===== src/rtl/freq_pkg.sv =====
// Shared types for the tone-band measurement path.
// Band codes, classifier result constants and the class-to-band map.
package freq_pkg;

  localparam int CNT_W = 10;

  typedef enum logic [1:0] {
    BAND_NONE = 2'd0,
    BAND_10   = 2'd1,
    BAND_100  = 2'd2,
    BAND_1000 = 2'd3
  } band_e;

  typedef enum logic [1:0] {
    ST_IDLE,
    ST_GATE,
    ST_EVAL
  } state_e;

  localparam logic [CNT_W-1:0] CLASS_10   = 10'd10;
  localparam logic [CNT_W-1:0] CLASS_100  = 10'd100;
  localparam logic [CNT_W-1:0] CLASS_1000 = 10'd1000;

  function automatic band_e class_to_band(
    input logic [CNT_W-1:0] cls
  );
    band_e b;
    unique case (cls)
      CLASS_10:   b = BAND_10;
      CLASS_100:  b = BAND_100;
      CLASS_1000: b = BAND_1000;
      default:    b = BAND_NONE;
    endcase
    return b;
  endfunction

endpackage


===== src/rtl/edge_sync_counter.sv =====
// Two-flop synchroniser, rising-edge detect and saturating edge counter.
// cnt_o already includes an edge counted in the current cycle.
module edge_sync_counter
  import freq_pkg::*;
(
  input  logic             clk,
  input  logic             rst_n,
  input  logic             sig_i,
  input  logic             clr_i,
  input  logic             cnt_en_i,
  output logic [CNT_W-1:0] cnt_o
);

  logic             sync1_q;
  logic             sync2_q;
  logic             prev_q;
  logic [CNT_W-1:0] cnt_q;
  logic [CNT_W-1:0] cnt_d;
  logic             rise;

  assign rise = sync2_q & ~prev_q;

  always_comb begin
    cnt_d = cnt_q;
    if (cnt_en_i && rise && (cnt_q != '1)) begin
      cnt_d = cnt_q + 1'b1;
    end
  end

  always_ff @(posedge clk or negedge rst_n) begin
    if (!rst_n) begin
      sync1_q <= 1'b0;
      sync2_q <= 1'b0;
      prev_q  <= 1'b0;
      cnt_q   <= '0;
    end else begin
      sync1_q <= sig_i;
      sync2_q <= sync1_q;
      prev_q  <= sync2_q;
      cnt_q   <= clr_i ? '0 : cnt_d;
    end
  end

  assign cnt_o = cnt_d;

endmodule


===== src/rtl/freq_scan_ctrl.sv =====
// Gate-window frequency sequencer with confirm filter and band publish.
// FREQ_SCAN_CONFIRM_EN enables the CONFIRM_N filter; otherwise N = 1.
module freq_scan_ctrl
  import freq_pkg::*;
#(
  parameter int GATE_CYCLES = 100_000_000,
  parameter int CONFIRM_N   = 3
) (
  input  logic             clk,
  input  logic             rst_n,
  input  logic             enable,
  input  logic             sig_in,
  output logic [CNT_W-1:0] meas_count,
  input  logic [CNT_W-1:0] class_in,
  output logic [1:0]       band_out,
  output logic             band_valid,
  input  logic             band_ready,
  output logic             overrun,
  output logic             busy
);

  localparam int WIN_W = $clog2(GATE_CYCLES);
  localparam logic [WIN_W-1:0] WIN_LAST = WIN_W'(GATE_CYCLES - 1);
`ifdef FREQ_SCAN_CONFIRM_EN
  localparam int CONF_N = CONFIRM_N;
`else
  localparam int CONF_N = CONFIRM_N - CONFIRM_N + 1;
`endif
  localparam logic [3:0] CONF_MAX = 4'(CONF_N);

  state_e           state_q, state_d;
  logic [WIN_W-1:0] win_q, win_d;
  logic [CNT_W-1:0] meas_q, meas_d;
  band_e            last_q, last_d;
  logic [3:0]       conf_q, conf_d;
  band_e            band_q, band_d;
  logic             valid_q, valid_d;
  logic             ovr_q, ovr_d;

  logic             clr;
  logic             cnt_en;
  logic             pub;
  logic [CNT_W-1:0] edge_cnt;
  band_e            eval_band;

  edge_sync_counter u_cnt (
    .clk      (clk),
    .rst_n    (rst_n),
    .sig_i    (sig_in),
    .clr_i    (clr),
    .cnt_en_i (cnt_en),
    .cnt_o    (edge_cnt)
  );

  assign eval_band = class_to_band(class_in);

  always_comb begin
    state_d = state_q;
    win_d   = win_q;
    meas_d  = meas_q;
    last_d  = last_q;
    conf_d  = conf_q;
    band_d  = band_q;
    valid_d = valid_q;
    ovr_d   = 1'b0;
    clr     = 1'b0;
    cnt_en  = 1'b0;
    pub     = 1'b0;

    if (valid_q && band_ready) begin
      valid_d = 1'b0;
    end

    unique case (state_q)
      ST_IDLE: begin
        if (enable) begin
          state_d = ST_GATE;
          clr     = 1'b1;
          win_d   = '0;
        end
      end
      ST_GATE: begin
        if (!enable) begin
          state_d = ST_IDLE;
          last_d  = BAND_NONE;
          conf_d  = '0;
        end else begin
          cnt_en = 1'b1;
          if (win_q == WIN_LAST) begin
            meas_d  = edge_cnt;
            state_d = ST_EVAL;
          end else begin
            win_d = win_q + 1'b1;
          end
        end
      end
      ST_EVAL: begin
        if (eval_band == last_q) begin
          if (conf_q != CONF_MAX) begin
            conf_d = conf_q + 4'd1;
          end
        end else begin
          last_d = eval_band;
          conf_d = 4'd1;
        end
        pub = (conf_d == CONF_MAX) && (eval_band != band_q);
        if (enable) begin
          state_d = ST_GATE;
          clr     = 1'b1;
          win_d   = '0;
        end else begin
          state_d = ST_IDLE;
        end
      end
      default: begin
        state_d = ST_IDLE;
      end
    endcase

    // A publish overrides a same-cycle transfer and keeps valid high.
    if (pub) begin
      ovr_d   = valid_q && !band_ready;
      band_d  = eval_band;
      valid_d = 1'b1;
    end
  end

  always_ff @(posedge clk or negedge rst_n) begin
    if (!rst_n) begin
      state_q <= ST_IDLE;
      win_q   <= '0;
      meas_q  <= '0;
      last_q  <= BAND_NONE;
      conf_q  <= '0;
      band_q  <= BAND_NONE;
      valid_q <= 1'b0;
      ovr_q   <= 1'b0;
    end else begin
      state_q <= state_d;
      win_q   <= win_d;
      meas_q  <= meas_d;
      last_q  <= last_d;
      conf_q  <= conf_d;
      band_q  <= band_d;
      valid_q <= valid_d;
      ovr_q   <= ovr_d;
    end
  end

  assign meas_count = meas_q;
  assign band_out   = band_q;
  assign band_valid = valid_q;
  assign overrun    = ovr_q;
  assign busy       = (state_q == ST_GATE) || (state_q == ST_EVAL);

endmodule


===== config.mk =====
export PLATFORM = sky130hd
export DESIGN_NAME = freq_scan_ctrl
export DESIGN_NICKNAME = d
export VERILOG_FILES = /design/src/rtl/freq_pkg.sv /design/src/rtl/edge_sync_counter.sv /design/src/rtl/freq_scan_ctrl.sv
export SDC_FILE = /design/constraint.sdc
export NUM_CORES = 1
export LEC_CHECK = 0
export CAP_MARGIN = 20
export CORE_UTILIZATION = 40
export DETAILED_ROUTE_END_ITERATION = 8
export GPL_TIMING_DRIVEN = 0
export REMOVE_ABC_BUFFERS = 1
export SLEW_MARGIN = 25
export SYNTH_ARGS = -nofsm -noshare
export SYNTH_HDL_FRONTEND = slang
export SYNTH_SLANG_ARGS = --single-unit

===== constraint.sdc =====
create_clock -name clk -period 4.2 [get_ports clk]
set_input_delay 1.05 -clock clk [delete_from_list [all_inputs] [get_ports clk]]
set_output_delay 1.05 -clock clk [all_outputs]
set_load 0.03 [all_outputs]

Yosys cells after proc, flatten, opt, wreduce, memory -nomap -nowiden
Index checks and enable logic that the tools add are counted.
{ "totals": {"register_bits": 62, "output_inout_bits": 15} }
{ "classes": {"add_sub_neg": 3, "eq_ne": 18, "muxes": 27, "bitwise": 2, "reduce_logical": 17} }
{ "op_table": {"columns": ["operator", "count"], "rows": [
  ["27-bit two-way mux", 3],
  ["27-bit case mux with 2 select lines", 1],
  ["27-bit by 1-bit adder with 27-bit output (second input constant)", 1],
  ["27-bit == test (second input constant)", 1],
  ["10-bit two-way mux", 2],
  ["4-bit two-way mux", 4],
  ["2-bit case mux with 3 select lines", 2],
  ["10-bit by 1-bit adder with 10-bit output (second input constant)", 1],
  ["10-bit == test (second input constant)", 1],
  ["10-bit by 4-bit == test with 1-bit output (second input constant)", 1],
  ["10-bit by 7-bit == test with 1-bit output (second input constant)", 1],
  ["2-bit two-way mux", 5],
  ["10-bit inequality test (second input constant)", 1],
  ["2-bit inequality test (second input constant)", 5],
  ["1-bit two-way mux", 8],
  ["4-bit case mux with 2 select lines", 1],
  ["3-bit AND reduction", 2],
  ["2-bit nonzero test", 3],
  ["1-bit logical AND", 5],
  ["4-bit by 1-bit adder with 4-bit output (second input constant)", 1],
  ["4-bit by 1-bit == test with 1-bit output (second input constant)", 1],
  ["4-bit by 1-bit inequality test with 1-bit output (second input constant)", 1],
  ["2-bit case mux with 2 select lines", 1],
  ["2-bit AND reduction", 2],
  ["other kinds (13)", 13]
]} }

Longest topological paths before layout
Gate-level depths: netlist of the first run.
{ "logic_depth": {"depth_word": 9, "depth_mapped": 11, "depth_no_buf": 9} }

Hierarchy
From an unflattened synthesis of the first run, not the netlist that was laid out.
{ "hier_totals": {"cells_unflattened": 355, "area_unflattened_um2": 3419.5} }
{ "modules_own_cells": {"columns": ["mod", "n_inst", "cells_each", "area_each_um2"], "rows": [
  ["freq_scan_ctrl", 1, 286, 2708.8],
  ["edge_sync_counter", 1, 69, 710.7]
]} }

Least setup slack after synthesis of the first run
No wires, ideal clock.
{ "synth_path": {"kind": "input to register", "from": "input class_in[7]", "to": "register band_q[1], in the netlist band_out[1]", "setup_ns": 0.125, "t_arrival_ns": 2.649, "required_time_ns": 4.075, "setup_slack_ns": 1.426, "stages": 7, "path_buffers": 0, "path_cell_list": "nor3_1 > nand3b_1 > a21oi_2 > xnor2_1 > a211oi_1 > nor4b_2 > mux2_4"} }
{ "synth_between": {"elab_chain_len": 8} }
{ "synth_lines": {"columns": ["item", "line_no", "source"], "rows": [
  ["start, declared", "freq_scan_ctrl.sv:14", "input logic [CNT_W-1:0] class_in,"],
  ["10-bit == test (tied with other cells)", "freq_pkg.sv:28", "unique case (cls)"],
  ["2-bit case mux with 3 select lines (*)", "freq_pkg.sv:28", null],
  ["2-bit == test", "freq_scan_ctrl.sv:98", "if (eval_band == last_q) begin"],
  ["4-bit two-way mux", "freq_scan_ctrl.sv:98", null],
  ["4-bit two-way mux", "freq_scan_ctrl.sv:74", "unique case (state_q)"],
  ["4-bit by 1-bit == test with 1-bit output", "freq_scan_ctrl.sv:106", "pub = (conf_d == CONF_MAX) && (eval_band != band_q);"],
  ["1-bit logical AND", "freq_scan_ctrl.sv:106", null],
  ["1-bit two-way mux", "freq_scan_ctrl.sv:74", null],
  ["end signal, assigned", "freq_scan_ctrl.sv:144", "band_q <= band_d;"],
  ["end, declared", "freq_scan_ctrl.sv:36", "band_e band_q, band_d;"]
]} }
Mark *: on every way between the ends. The rest lies on a longest branch, timed or not. The select of a mux whose other input is x is not followed.
A chain may end at the register's enable or synchronous reset.

Final worst setup path of the first run
Same ends and word-level chain as after synthesis.

==> results of run 1 <==
-- path summary, 6_finish.rpt --
path                                              start                       to  slack [ns]  depth (start not counted)
worst min-delay path            u_cnt.sync1_q$_DFF_PN0_  u_cnt.sync2_q$_DFF_PN0_        0.36                          0
worst max register to register     win_q[0]$_DFFE_PN0P_    win_q[20]$_DFFE_PN0P_        1.11                          8
worst max-delay path                        class_in[7]  band_out[1]$_DFFE_PN0P_        1.11                          8
min in group asynchronous                         rst_n     win_q[0]$_DFFE_PN0P_        0.60                          1
worst min register to register  u_cnt.sync1_q$_DFF_PN0_  u_cnt.sync2_q$_DFF_PN0_        0.36                          0
max in group asynchronous                         rst_n    win_q[20]$_DFFE_PN0P_        3.10                          2
-- cells by family after synthesis --
group           share of synthesized area, %
simple gates                           23.65
compound gates                         19.14
flops                                  46.55
buf+inv                                2.966
xor+xnor                               3.942
fa+ha+maj                              3.003
mux                                   0.7506
-- sequential cells by signal, summed over array words and instances, names as in the netlist, 2 cells and up --
name,flops
band_out,2
conf_q,4
last_q,2
meas_count,10
state_q,2
u_cnt.cnt_q,10
win_q,27
-- critical path, delay by kind of cell --
kind,cells,cell delay [ns]
buffers and inverters,1,0.42
and+or+nand+nor,3,0.85
xor gates and xnor gates,1,0.22
AOI/OAI and AO/OA,2,0.45
muxes,1,0.34
-- layer usage --
layer | part of all wire [%] | wire length [µm] | vias up
met5 | 0 | 0 | -
met4 | 1.0 | 74 | 0
met3 | 3.5 | 248 | 9
met2 | 46 | 3271 | 31
met1 | 50 | 3564 | 1347
li1 | - | - | 1412
-- cells in the mapped netlist (2+ instances only) --
master and instances:
dfrtp_1 62, o21ai_0 49, nand2_1 45, nor2_1 37, nand4_1 15, o21ai_1 15, inv_1 14, a21oi_1 12
nand3_1 12, a31oi_1 10, and3_1 9, ha_1 8, xnor2_1 8, clkbuf_1 7, o31ai_1 7, xor2_1 7
nor2b_1 5, buf_2 4, nor3_1 4, and2_1 3, and4_1 3, nand2b_1 3, o22ai_1 3, a211oi_1 2
nor3b_1 2, nor4_1 2, nor4_2 2, o41ai_1 2
-- metrics by stage --
step / TNS [ns] / power, µW / setup WS [ns]
2_1_floorplan: 0 / 850.2 / 1.426
3_3_place_gp: -4.798 / 954.0 / -0.08055
3_5_place_dp: 0 / 967.8 / 0.7004
4_1_cts: 0 / 1509 / 1.074
5_1_grt: 0 / 1577 / 0.7270
6_report: 0 / 1490 / 1.109
-- final cells by class --
class	instances	area, µm²	share of cell area, %
multi-input cells	287	1687	42.83
flip-flops and latches	62	1551	39.40
repair buffers	31	319.1	8.103
clock buffers	11	141.4	3.591
well taps	102	127.6	3.241
clock inverters	5	58.81	1.493
inverters	14	52.55	1.335
-- where the power goes --
| group | internal [µW] | total, µW | switching (µW) |
|---|---|---|---|
| Sequential | 614 | 635 | 20.9 |
| Combinational | 105 | 317 | 212 |
| Clock | 290 | 538 | 247 |
| Total | 1010 | 1490 | 480 |
==> out/metrics.yaml, run 1 <==
run_status:
  status: "finished, final reports clean"
synth:
  synth_cells: 374
  ys_warn_count: 0
  synth.largest_area_cell: "dfrtp_1"
  synth_area_leaders: "dfrtp_1 (47%), o21ai_0 (7.4%), nand2_1 (5.1%)"
  synth_edf_count: 0
  synth_area_per_cell_um2: 8.912
  ys_ff_latch: 62
  synth_async_sr_flop_share_pct: 100.0
  ys_types: 50
  synth_area_mm2: 0.003333
  synthFlopType: "dfrtp_1"
  synth_top_area_share_pct: 46.55
  ys_seq_area_share_pct: 46.55
placement:
  dp_cells: 496
  dp_hpwl_um: 4944
  placed_area_mm2: 0.003737
  gp_routability_congestion: 0.7938
  io_buffers: 29
grt:
  grt-busiest-layer: "met2"
  grt_pass1_wl_um: 12850
  met3_usage_pct: 5.447
  grt_max_degree: 40
  gr-total-overflow: 0
  met2_usage_pct: 29.90
  grt_pass1_vias: 2735
  grt_usage_pct: 18.78
  antenna_found_initial: 0
  use_met1_pct: 24.96
detailed_routing:
  detail-route-antenna-nets: 0
  drt-total-wl_um: 7159
  drc: 0
  vias: 2799
  wl_per_cell_um: 13.98
  drtPass1Iterations: 4
  viasPerCell: 5.467
  drt_iter0_drc: 124
pwr:
  ir_worst_vdd_v: 0.0002283
  power_density_mw_per_mm2: 378.4
  p_leak_uw: 0.001636
clock_tree:
  clock-sinks: 62
  htree_levels: 3
  cts_buffer_depth: 2
  cts_made_buffers: 9
  postCtsHoldBufs: 0
  path_clk_slew_ns: 0.08
  cts_tree: "built"
  post-cts-setup-buffers: 0
  cts_root_buffer: "clkbuf_8"
  cts_resized: 0
  clk_latency_ns: 0.35
timing:
  relSlewSlack_pct: 43.39
  tightest_slew_ns: 0.8470
  whs_ns: 0.3575
  setup_viol: 0
  fin_crit_sh_pct: 73.59
  post-route-min-period_ns: 3.091
  finalMaxSlewViolations: 0
  grt_setup_unrepaired: "false"
  finalHoldViolCount: 0
  max_freq_mhz: 323.5
  final.setup_skew_ns: 0.01700
finish:
  area_growth_pct: 18.13
  stdcell_area_mm2: 0.003938
  final_common_cell: "dfrtp_1"
  mostFrequentLayoutCells: "dfrtp_1 (62), o21ai_0 (49), nand2_1 (45), nor2_1 (37), clkdlybuf4s50_1 (28)"
  antenna_cells: 0
  finalNonFillerCells: 512
  fillers: 726
  utilization_pct: 49.92
  drive_above_1_share_pct: 7.317
  layout.nets: 428
die:
  num_rows: 32
  io_pins: 30
  start_util_pct: 42.26
  die_h_um: 93.29
  core_mm2: 0.007888
  die_x_um: 93.29
  dieArea_mm2: 0.008702
hold_path:
  min_path_type: "reg2reg"
critical_path:
  cpMaxStageDelayCell: "nor4b_2"
  crit_chain: "clkdlybuf4s50_1 > nor3_1 > nand3b_1 > a21oi_2 > xnor2_1 > a211oi_1 > nor4b_2 > mux2_4"
  cp-end-kind: "register"
  crit_type: "in2reg"
  arrival_ns: 3.34
  worstPathMaxFanout: 5
  cpPeakStageDelay_ns: 0.46
  start_kind: "primary input"
  cp_data_required_time_ns: 4.44
job:
  drv_cap: 0
No activity file was read; power rests on OpenSTA's default activity.
==> inputs of run 2 (changes only) <==
- clock period: 4.2 -> 2.6 ns (I/O delays scaled with it)
==> run 2 against run 1 <==
Clock skew is 0.00074 ns higher. Sequential power is 62% higher. Critical endpoint unchanged. Critical path depth is 1 higher. Worst setup slack worse by 1.0 ns. Clock power is 62% higher. Register-to-register slack worse by 1.0 ns. Design area is 4.9% higher. Total power is 64% higher. Critical path type is now reg2reg. Largest cell class unchanged. Non-clock buffer count is 9 higher. Wire length is 2.6% higher. Sequential cell count stayed put.
==> out/metrics.yaml, run 2 (same netlist as run 1, synthesis figures left out) <==
clock_tree:
  cts_tree: "built"
  clock-sinks: 62
  postCtsHoldBufs: 0
  cts_root_buffer: "clkbuf_8"
  htree_levels: 3
  clk_latency_ns: 0.35
  path_clk_slew_ns: 0.08
  cts_buffer_depth: 2
  cts_made_buffers: 9
critical_path:
  crit_type: "reg2reg"
  start_kind: "register"
  reg2reg_to: "band_out[1]$_DFFE_PN0P_"
  cpMaxStageDelayCell: "or4_4"
  crit_buf_inv: 1
  cpPeakStageDelay_ns: 0.56
  crit_family: "simple AND/OR/NAND/NOR gates"
  worstPathMaxFanout: 6
  arrival_ns: 2.76
  r2r_cells: 9
  r2r_slack_ns: 0.08
  cp-end-kind: "register"
  r2r_start: "conf_q[0]$_DFFE_PN0P_"
  cp_data_required_time_ns: 2.84
  crit_chain: "ha_4 > nor3b_4 > or4_4 > a221oi_4 > a21oi_1 > nor2_1 > nor4b_2 > buf_4 > mux2_4"
finish:
  antenna_cells: 0
  mostFrequentLayoutCells: "dfrtp_1 (61), o21ai_0 (49), nand2_1 (44), nor2_1 (37), clkdlybuf4s50_1 (26)"
  largest_register_ffs: 27
  final_common_cell: "dfrtp_1"
  drive_above_1_share_pct: 12.89
  largest_register: "win_q"
  area_growth_pct: 23.87
  layout.nets: 437
  finalNonFillerCells: 521
pwr:
  ir_worst_vdd_v: 0.0003669
  p_leak_uw: 0.001728
  power_density_mw_per_mm2: 592.3
placement:
  gp_routability_congestion: 0.7938
  dp_cells: 496
  place_ws_ns: -0.5033
  dp_hpwl_um: 4944
  io_buffers: 29
timing:
  fin_ws_ns: 0.08290
  tightest_slew_ns: 0.8191
  post-route-min-period_ns: 2.517
  finalMaxSlewViolations: 0
  grt_setup_unrepaired: "true"
  setup_viol: 0
  finalHoldViolCount: 0
  fin_crit_sh_pct: 96.81
  final.setup_skew_ns: 0.01774
  relSlewSlack_pct: 45.28
  max_freq_mhz: 397.3
grt:
  grt_usage_pct: 18.85
  grt_max_degree: 40
  antenna_found_initial: 0
  grt_pass1_wl_um: 12880
  grt_pass1_vias: 2774
  gr-total-overflow: 0
detailed_routing:
  drt_iter0_drc: 136
  drc: 0
  drt-total-wl_um: 7343
  vias: 2858
  wl_per_cell_um: 14.09
  drtPass1Iterations: 4
  viasPerCell: 5.486
  detail-route-antenna-nets: 0
die:
  die_x_um: 93.29
  core_mm2: 0.007888
  num_rows: 32
  dieArea_mm2: 0.008702
  io_pins: 30
  start_util_pct: 42.26
  die_h_um: 93.29
run_status:
  status: "finished, final reports clean"
job:
  drv_cap: 0
hold_path:
  min_path_type: "in2async"
[run 2: routing by layer]
layer  GRT usage [%]  vias up  wire (µm)
li1                -     1432          -
met1           25.06     1377       3646
met2           29.90       40       3384
met3           5.447        9        236
met4           5.256        0         76
met5               0        -          0
[run 2: metrics by stage]
| step | setup TNS (ns) | power, µW | cell area, µm² | util (%) | hold WS [ns] |
|---|---|---|---|---|---|
| after floorplan | -0.7065 | 1373 | 3287 | - | 0.3312 |
| after global placement | -114.80 | 1541 | 3705 | 46.97 | 0.3333 |
| after detailed placement | -16.23 | 1563 | 3737 | 47.38 | 0.3436 |
| after CTS | 0 | 2464 | 4011 | 50.86 | 0.1982 |
| after global routing | -0.1223 | 2586 | 4129 | 52.35 | 0.2052 |
| final | 0 | 2446 | 4129 | 52.35 | 0.1925 |
[run 2: report_power, final]
group / internal [µW] / total, µW / switching, µW
clock network: 469 / 870 / 401
registers: 993 / 1030 / 33.0
logic: 184 / 550 / 366
[run 2: worst max path at each step]
stage	from	endpoint	slack [ns]	depth (start not counted)
after floorplan	win_q[0]$_DFFE_PN0P_	win_q[14]$_DFFE_PN0P_	-0.07	8
after global placement	win_q[0]$_DFFE_PN0P_	win_q[26]$_DFFE_PN0P_	-1.32	8
after detailed placement	win_q[0]$_DFFE_PN0P_	win_q[20]$_DFFE_PN0P_	-0.50	8
after CTS	class_in[7]	band_out[1]$_DFFE_PN0P_	0.01	9
after global routing	win_q[0]$_DFFE_PN0P_	win_q[18]$_DFFE_PN0P_	-0.03	9
final	conf_q[0]$_DFFE_PN0P_	band_out[1]$_DFFE_PN0P_	0.08	9
[run 2: cell type report]
class | instances | area, µm²
inverters | 14 | 52.55
fillers | 720 | 3759
clock inverters | 5 | 58.81
flip-flops and latches | 62 | 1553
clock buffers | 11 | 141.4
multi-input cells | 287 | 1804
repair buffers | 40 | 391.6
well taps | 102 | 127.6
[run 2: worst reg2reg max path, stage by stage, from the launching register on]
cell      delay (ns)
dfrtp_2         0.47
ha_4            0.19
nor3b_4         0.16
or4_4           0.56
a221oi_4        0.32
a21oi_1         0.07
nor2_1          0.15
nor4b_2         0.06
buf_4           0.15
mux2_4          0.29
[run 2: repair_timing]
| action | 4_1_cts | 5_1_grt |
|---|---|---|
| pin swaps | 2 | 7 |
| endpoints found under the setup margin | 39 | 37 |
| resized for setup | 10 | 15 |
| setup buffers | 3 | 6 |
